===== src/rtl/gate_eval_pkg.sv =====
// Shared types and truth-table constants for the bit-serial 2-input gate evaluator.
package gate_eval_pkg;

    typedef enum logic [1:0] {
        IDLE = 2'd0,
        RUN  = 2'd1,
        DONE = 2'd2
    } state_t;

    // Truth tables are indexed by {a_bit, b_bit}.
    localparam logic [3:0] FN_AND  = 4'b1000;
    localparam logic [3:0] FN_OR   = 4'b1110;
    localparam logic [3:0] FN_NAND = 4'b0111;
    localparam logic [3:0] FN_NOR  = 4'b0001;
    localparam logic [3:0] FN_XOR  = 4'b0110;
    localparam logic [3:0] FN_XNOR = 4'b1001;

endpackage


===== src/rtl/gate_lut2.sv =====
// Single-bit 2-input lookup: the result is the truth-table bit selected by {a, b}.
module gate_lut2 (
    input  logic [3:0] func,
    input  logic       a,
    input  logic       b,
    output logic       s
);

    assign s = func[{a, b}];

endmodule


===== src/rtl/gate_eval_serial.sv =====
// Bit-serial evaluator of any 2-input boolean function, LANES bits per cycle.
// Optional ones-count output enabled by defining GATE_EVAL_POPCNT_EN.
module gate_eval_serial
    import gate_eval_pkg::*;
#(
    parameter int WIDTH = 8,
    parameter int LANES = 1
) (
    input  logic                         clk,
    input  logic                         reset,
    input  logic                         start,
    input  logic [WIDTH-1:0]             a,
    input  logic [WIDTH-1:0]             b,
    input  logic [3:0]                   func,
    output logic                         busy,
    output logic                         done,
    output logic [WIDTH-1:0]             s
`ifdef GATE_EVAL_POPCNT_EN
    ,
    output logic [$clog2(WIDTH+1)-1:0]   pop
`endif
);

    localparam int N     = WIDTH / LANES;
    localparam int IDX_W = (N > 1) ? $clog2(N) : 1;
    localparam int PW    = $clog2(WIDTH + 1);
    localparam logic [IDX_W-1:0] LAST_IDX = IDX_W'(N - 1);

    state_t           state_r;
    logic [IDX_W-1:0] idx_r;
    logic [WIDTH-1:0] a_r;
    logic [WIDTH-1:0] b_r;
    logic [3:0]       func_r;
    logic [WIDTH-1:0] shreg_r;
    logic [LANES-1:0] a_chunk_s;
    logic [LANES-1:0] b_chunk_s;
    logic [LANES-1:0] chunk_s;
    logic [WIDTH-1:0] next_shreg_s;

    // Select the operand chunk currently being evaluated.
    always_comb begin
        a_chunk_s = a_r[idx_r*LANES +: LANES];
        b_chunk_s = b_r[idx_r*LANES +: LANES];
    end

    for (genvar i = 0; i < LANES; i++) begin : g_lane
        gate_lut2 u_lut (
            .func (func_r),
            .a    (a_chunk_s[i]),
            .b    (b_chunk_s[i]),
            .s    (chunk_s[i])
        );
    end

    // Result register with the current chunk merged in; on the last chunk this is the full result.
    always_comb begin
        next_shreg_s = shreg_r;
        next_shreg_s[idx_r*LANES +: LANES] = chunk_s;
    end

`ifdef GATE_EVAL_POPCNT_EN
    logic [PW-1:0] pop_acc_r;
    logic [PW-1:0] pop_next_s;

    function automatic logic [PW-1:0] chunk_ones(input logic [LANES-1:0] v);
        logic [PW-1:0] c;
        c = '0;
        for (int i = 0; i < LANES; i++) begin
            c = c + PW'(v[i]);
        end
        return c;
    endfunction

    // Running ones-count including the chunk evaluated this cycle.
    always_comb begin
        pop_next_s = pop_acc_r + chunk_ones(chunk_s);
    end

    // Accumulator restarts on acceptance; pop is only republished on the final chunk.
    always_ff @(posedge clk or posedge reset) begin
        if (reset) begin
            pop_acc_r <= '0;
            pop       <= '0;
        end else begin
            case (state_r)
                IDLE, DONE: begin
                    if (start) begin
                        pop_acc_r <= '0;
                    end
                end
                RUN: begin
                    pop_acc_r <= pop_next_s;
                    if (idx_r == LAST_IDX) begin
                        pop <= pop_next_s;
                    end
                end
                default: begin
                    pop_acc_r <= '0;
                end
            endcase
        end
    end
`endif

    // Control FSM: capture on accepted start, one chunk per RUN edge, publish and pulse done.
    always_ff @(posedge clk or posedge reset) begin
        if (reset) begin
            state_r <= IDLE;
            idx_r   <= '0;
            a_r     <= '0;
            b_r     <= '0;
            func_r  <= 4'd0;
            shreg_r <= '0;
            busy    <= 1'b0;
            done    <= 1'b0;
            s       <= '0;
        end else begin
            case (state_r)
                IDLE, DONE: begin
                    done <= 1'b0;
                    if (start) begin
                        a_r     <= a;
                        b_r     <= b;
                        func_r  <= func;
                        idx_r   <= '0;
                        busy    <= 1'b1;
                        state_r <= RUN;
                    end else begin
                        state_r <= IDLE;
                    end
                end
                RUN: begin
                    shreg_r <= next_shreg_s;
                    if (idx_r == LAST_IDX) begin
                        s       <= next_shreg_s;
                        busy    <= 1'b0;
                        done    <= 1'b1;
                        idx_r   <= '0;
                        state_r <= DONE;
                    end else begin
                        idx_r   <= idx_r + IDX_W'(1);
                    end
                end
                default: begin
                    state_r <= IDLE;
                    busy    <= 1'b0;
                    done    <= 1'b0;
                    idx_r   <= '0;
                end
            endcase
        end
    end

endmodule


===== config.mk =====
export PLATFORM = sky130hd
export DESIGN_NAME = gate_eval_serial
export DESIGN_NICKNAME = d
export VERILOG_FILES = /design/src/rtl/gate_eval_pkg.sv /design/src/rtl/gate_lut2.sv /design/src/rtl/gate_eval_serial.sv
export SDC_FILE = /design/constraint.sdc
export NUM_CORES = 1
export LEC_CHECK = 0
export CAP_MARGIN = 20
export CORE_MARGIN = 4
export CORE_UTILIZATION = 39
export DETAILED_ROUTE_END_ITERATION = 16
export GPL_TIMING_DRIVEN = 0
export MAX_ROUTING_LAYER = met4
export PLACE_DENSITY = 0.71
export SETUP_SLACK_MARGIN = 0.02
export SYNTH_ARGS = -nofsm -noshare
export SYNTH_HDL_FRONTEND = slang
export SYNTH_HIERARCHICAL = 1
export SYNTH_SLANG_ARGS = --single-unit
export TNS_END_PERCENT = 5

===== constraint.sdc =====
create_clock -name clk -period 4.7 [get_ports clk]
set_input_delay 0.94 -clock clk [delete_from_list [all_inputs] [get_ports clk]]
set_output_delay 0.94 -clock clk [all_outputs]
set_load 0.1 [all_outputs]

* Word-level counts from Yosys, hierarchy flattened
Index checks and enable logic that the tools add are counted. Widths: inputs -> output; s select.
Cells by class: add/sub/neg operators 2, order comparisons 1, eq/ne operators 5, shift-type cells 4, muxes and demuxes 14, reductions and logical operators 5
Operators with widths (count):
- $neg 3->34 | 1
- $shift 1x34->8 const A | 1
- $shiftx 1x34->8 | 1
- $shiftx 8x4->1 | 2
- $bwmux 8 | 1
- $mux 1 | 6
- $mux 3 | 2
- $pmux 3 s2 | 1
- $reduce_and 2->1 | 3
- $ne 2x2->1 const B | 2
- $pmux 2 s2 | 1
- $add 3x1->3 const B | 1
- $eq 3x3->1 const B | 1
- $lt 2x3->1 const B | 1
- $bmux 1 s2 | 1
- $eq 2x1->1 const B | 1
- $eq 2x2->1 const B | 1
- $logic_not 2->1 | 1
- $mux 2 | 1
- $pmux 1 s2 | 1
- $reduce_or 2->1 | 1
Word-level totals: flip-flop bits (word level) 43, output and inout bits 10, word-level logic and storage cells 40

* Longest topological paths before layout
Gate-level depths: netlist of the first run.
depth in word-level cells 5, mapped depth 8, mapped depth without buffers 7

* By module
Netlist of the first run, hierarchy kept.
Modules (own cells, without submodules):
- gate_eval_serial | instances 1, cells each 170, area each 2065.7 um^2
- gate_lut2 | instances 1, cells each 1, area each 22.5 um^2

* Worst setup path before layout of the first run
No wires, ideal clock.
path type register -> register, start point reg idx_r[0], end point reg shreg_r[3], data arrival time 2.260 ns, required time 4.575 ns, slack 2.315 ns, stages on the path, launching flop included 8, path buffers 1, period minus slack after synthesis 2.385 ns, cell sequence dfrtp_1 -> buf_2 -> mux4_1 -> nand2_1 -> nand2_1 -> mux4_2 -> and4bb_2 -> mux2_2
On the way: word-level cells in the longest chain between the ends 5, elaborated cells between the ends (all ways) 8, those cells by class add/sub (1); shift (4); mux (3)
Ends and longest elaborated chain:
- start: declaration | line gate_eval_serial.sv:30 | logic [IDX_W-1:0] idx_r;
- start signal: assignment | line gate_eval_serial.sv:141 | idx_r <= idx_r + IDX_W'(1);
- $shiftx 8x4->1 | line gate_eval_serial.sv:43 | b_chunk_s = b_r[idx_r*LANES +: LANES];
- named net b_chunk_s | line gate_eval_serial.sv:36 | logic [LANES-1:0] b_chunk_s;
- $bmux 1 s2 | line gate_lut2.sv:9 | assign s = func[{a, b}];
- $mux 1 (not written as such) | line gate_lut2.sv:9
- named net chunk_s | line gate_eval_serial.sv:37 | logic [LANES-1:0] chunk_s;
- $shiftx 1x34->8 | line gate_eval_serial.sv:58 | next_shreg_s[idx_r*LANES +: LANES] = chunk_s;
- $bwmux 8 | line gate_eval_serial.sv:58
- end signal: assignment | line gate_eval_serial.sv:133 | shreg_r <= next_shreg_s;
- end: declaration | line gate_eval_serial.sv:34 | logic [WIDTH-1:0] shreg_r;
The timed path passes the listed nets, and every way through them passes these cells. The select of a mux whose other input is x is not followed. A chain may end at the register's enable or synchronous reset.

* Final worst setup path of the first run
start point reg done, end point out done
RTL lines:
- start: declaration | line gate_eval_serial.sv:16 | output logic done,
- start signal: assignment | line gate_eval_serial.sv:115 | done <= 1'b0;
- start signal: assignment | line gate_eval_serial.sv:120 | done <= 1'b0;
- start signal: assignment | line gate_eval_serial.sv:137 | done <= 1'b1;
No word-level cell between the ends.

==> results.cfg, run 1 <==
[outcome]
status = completed

[setup_path]
required_ns = 3.76
worst-path-stages = 1
crit_slowest_cell = clkdlybuf4s50_1
start_kind = flop
cp_cell_sequence = clkdlybuf4s50_1
critical_path_class = flop to output port
crit_family = buffers and inverters
worst-r2r-cell-count = 7
max_stage_delay_ns = 1.16
worst-path-max-fanout = 6
path_buf_inv = 1
arrival_ns = 1.87
end_kind = output port

[routing]
avgViaCountPerCell = 4.91
drc_errors = 0
wl_per_cell_um = 13.0
drt-initial-drc-count = 92
route.vias.total = 1380
postRouteAntennaNets = 0
drt-total-wl_mm = 3.64
drt_pass1_iterations = 4

[clock_tree]
root_buffer = clkbuf_8
cts.htree.levels = 2
post_cts_resized = 0
numCtsBuffers = 5
clk_pin_slew_worst_paths_ns = 0.08
cts.sinks = 42
clock_latency_ns = 0.29
cts_setup_buffers = 0
cts_hold_buf = 0
clockBufferDepth = 2
cts_tree = built

[power_and_ir_drop]
irDropWorstVdd_v = 0.000260
p_clk_frac = 0.141
p_leak_nw = 1.10
power_frac_comb = 0.546
pwr-share-seq = 0.313
p_int_mw = 1.13
p_per_area_nw_per_um2 = 764
p_sw_mw = 0.854
swShare = 0.430

[logic_synthesis]
yosys.area_share.simple = 0.146
yosysWarnings = 6
synth_fa_ha_area_frac = 0.0419
yosys.area.top_type = dfrtp_1
synth_compound_area_frac = 0.0653
synth.area.top_cells = dfrtp_1 50%, mux2_2 15%, mux4_1 5.0%
synth_area_per_cell_um2 = 12.2
syn_nets = 201
synth.distinct_cells = 32
synth_top_family_by_area = multiplexers
synthXorXnorAreaFrac = 0
syn_inst = 171
yosysTopAreaCellShare = 0.503
synth_mux_area_frac = 0.212
ys_seq_area_frac = 0.503
synth_area_um2 = 2090
synth-seq-cells = 42

[die]
dieArea_um2 = 6590
io_pins = 33
die_x_um = 81.2
die_h_um = 81.2
initial_core_util = 0.406
core_um2 = 5140
fp-row-count = 26

[min_path]
hold_depth = 1
worstHoldPathType = flop to flop

[timing]
setup_viol = 0
fin_crit_ns = 2.81
setup_tns_ns = 0
finalClockSkew_ns = 0.0132
holdWs_ns = 0.502
hold_viol = 0
timing.final.crit_share = 0.598
slew_viol_final = 0
slew-limit-headroom = 0.353
rsz0062_at_grt = no
worst_pin_slew_ns = 0.967
maxClockFrequency_mhz = 356

[job]
max_cap_viol_count = 0

[cells_and_area]
multi_input_area_um2 = 972
n_antenna_cell = 0
synthToLayoutAreaGrowth_pct = 24.6
finalNetCount = 240
drive_gt1_frac = 0.242
sequential_cell_area_um2 = 1050
fill_cells = 494
final_area_um2 = 2600

[grt]
grt_pass1_wl_mm = 6.20
first_global_vias = 1383
grt_antenna_before_repair = 0
track_usage = 0.127
grt_max_degree = 43
gr-total-overflow = 0

[placed_design]
dpl.hpwl_mm = 2.72
portBuffers = 32
place_area_um2 = 2500
place_congestion = 0.761
per-stage QoR:
stage | setup slack, ns | util | cells | total power, mW
after floorplan | 2.32 | - | 171 | 1.49
after global placement | 1.88 | 0.486 | 273 | 1.71
after detailed placement | 2.07 | 0.486 | 273 | 1.73
after CTS | 1.88 | 0.506 | 281 | 2.01
after global routing | 1.85 | 0.506 | 281 | 2.13
final | 1.89 | 0.506 | 281 | 1.99
final timing paths:
path                                              from                      to  slack [ns]
worst max-delay path                  done$_DFFE_PP0N_                    done        1.89
worst min-delay path            shreg_r[4]$_DFFE_PP0P_  shreg_r[4]$_DFFE_PP0P_        0.50
worst max register to register    idx_r[0]$_DFFE_PP0P_  shreg_r[3]$_DFFE_PP0P_        2.09
worst min register to register  shreg_r[4]$_DFFE_PP0P_  shreg_r[4]$_DFFE_PP0P_        0.50
max in group asynchronous                        reset    idx_r[1]$_DFFE_PP0P_        3.00
min in group asynchronous                        reset  shreg_r[7]$_DFFE_PP0P_        1.15
flip-flops by register name (all words and copies together), names as in the netlist:
name and count:
b_r 8, done 1, idx_r 3, func_r 4
state_r 1, shreg_r 8, a_r 8, busy 1
s 8
power by group through the flow:
stage | combinational (mW) | sequential (mW) | clock, mW
global route | 1.18 | 0.647 | 0.300
CTS | 1.10 | 0.624 | 0.289
global placement | 1.09 | 0.625 | 0
detailed placement | 1.10 | 0.632 | 0
finish | 1.09 | 0.621 | 0.280
floorplan | 0.593 | 0.892 | 0
area by class of cell:
class	count	area share
plain buffers	9	0.0192
clock buffers	7	0.0293
clock inverters	1	0.0115
inverters	4	0.00577
multi-input cells	116	0.374
flip-flops and latches	42	0.404
well taps	70	0.0337
repair buffers	32	0.123
cell usage after synthesis:
cell      number
o21ai_0        9
or4_4          1
mux4_1         4
dfrtp_1       42
and3b_1        1
or3_1          1
nor2_1         9
a31o_2         1
nor4b_2        1
mux2_2        28
a21o_1         1
or2_2          1
nor2b_1        2
mux4_2         1
and4bb_2       2
inv_1          4
ha_1           7
nand4_1        1
clkbuf_1       1
a21bo_2        1
nor3_1         9
buf_6          1
a31oi_1        7
nand2_1       12
buf_2          7
nand3b_1       3
a21oi_1        1
nand2b_1       6
and4b_1        1
o31a_1         1
o31ai_1        1
nand3_1        4
cell families after synthesis:
family                   count (synthesis)
flip-flops                              42
adder cells (fa/ha/maj)                  7
AO/OA/AOI/OAI                           22
multiplexers                            33
AND/OR/NAND/NOR                         54
buffers and inverters                   13
placed cells by master (no fill, tap or decap):
master,n
or2_2,1
dfrtp_1,42
and3b_1,1
buf_2,7
clkbuf_8,5
o31a_1,1
nand2b_1,6
a21oi_1,1
or3_1,1
a31oi_1,7
nor2_1,9
bufinv_16,1
clkbuf_1,3
o21ai_0,9
nor3_1,9
buf_6,1
nand3b_1,3
nand3_1,4
inv_1,3
and4bb_2,2
inv_2,1
a31o_2,1
nand2_1,12
clkdlybuf4s50_1,32
o31ai_1,1
and4b_1,1
a21o_1,1
mux4_2,1
a21bo_2,1
mux4_1,4
mux2_2,28
nor2b_1,2
nand4_1,1
nor4b_2,1
ha_1,7
or4_4,1
per-layer routing:
layer | GRT usage | up-vias | wire length (µm) | part of all wire
li1 | - | 701 | - | -
met1 | 0.159 | 642 | 1770 | 0.49
met2 | 0.195 | 32 | 1620 | 0.44
met3 | 0.0366 | 5 | 200 | 0.055
met4 | 0.0456 | 0 | 55 | 0.015
met5 | - | - | 0 | 0
(Power assumes the default switching activity.)
==> run 2: changes to the inputs <==
clock period = 2.85 ns   (was 4.7 ns; I/O delays follow)
==> results of run 2 <==
Same layout as run 1 (identical final DEF). Status: completed.
Among the figures that moved: setup slack after placement 2.07 ns -> 0.224 ns; setup slack after layout 1.89 ns -> 0.245 ns; start point of the critical path done$_DFFE_PP0N_ -> idx_r[0]$_DFFE_PP0P_; end point of the critical path done -> shreg_r[3]$_DFFE_PP0P_; register-to-register setup slack 2.09 ns -> 0.24 ns; total power 1.99 mW -> 3.28 mW; worst IR drop on VDD 0.000260 V -> 0.000428 V
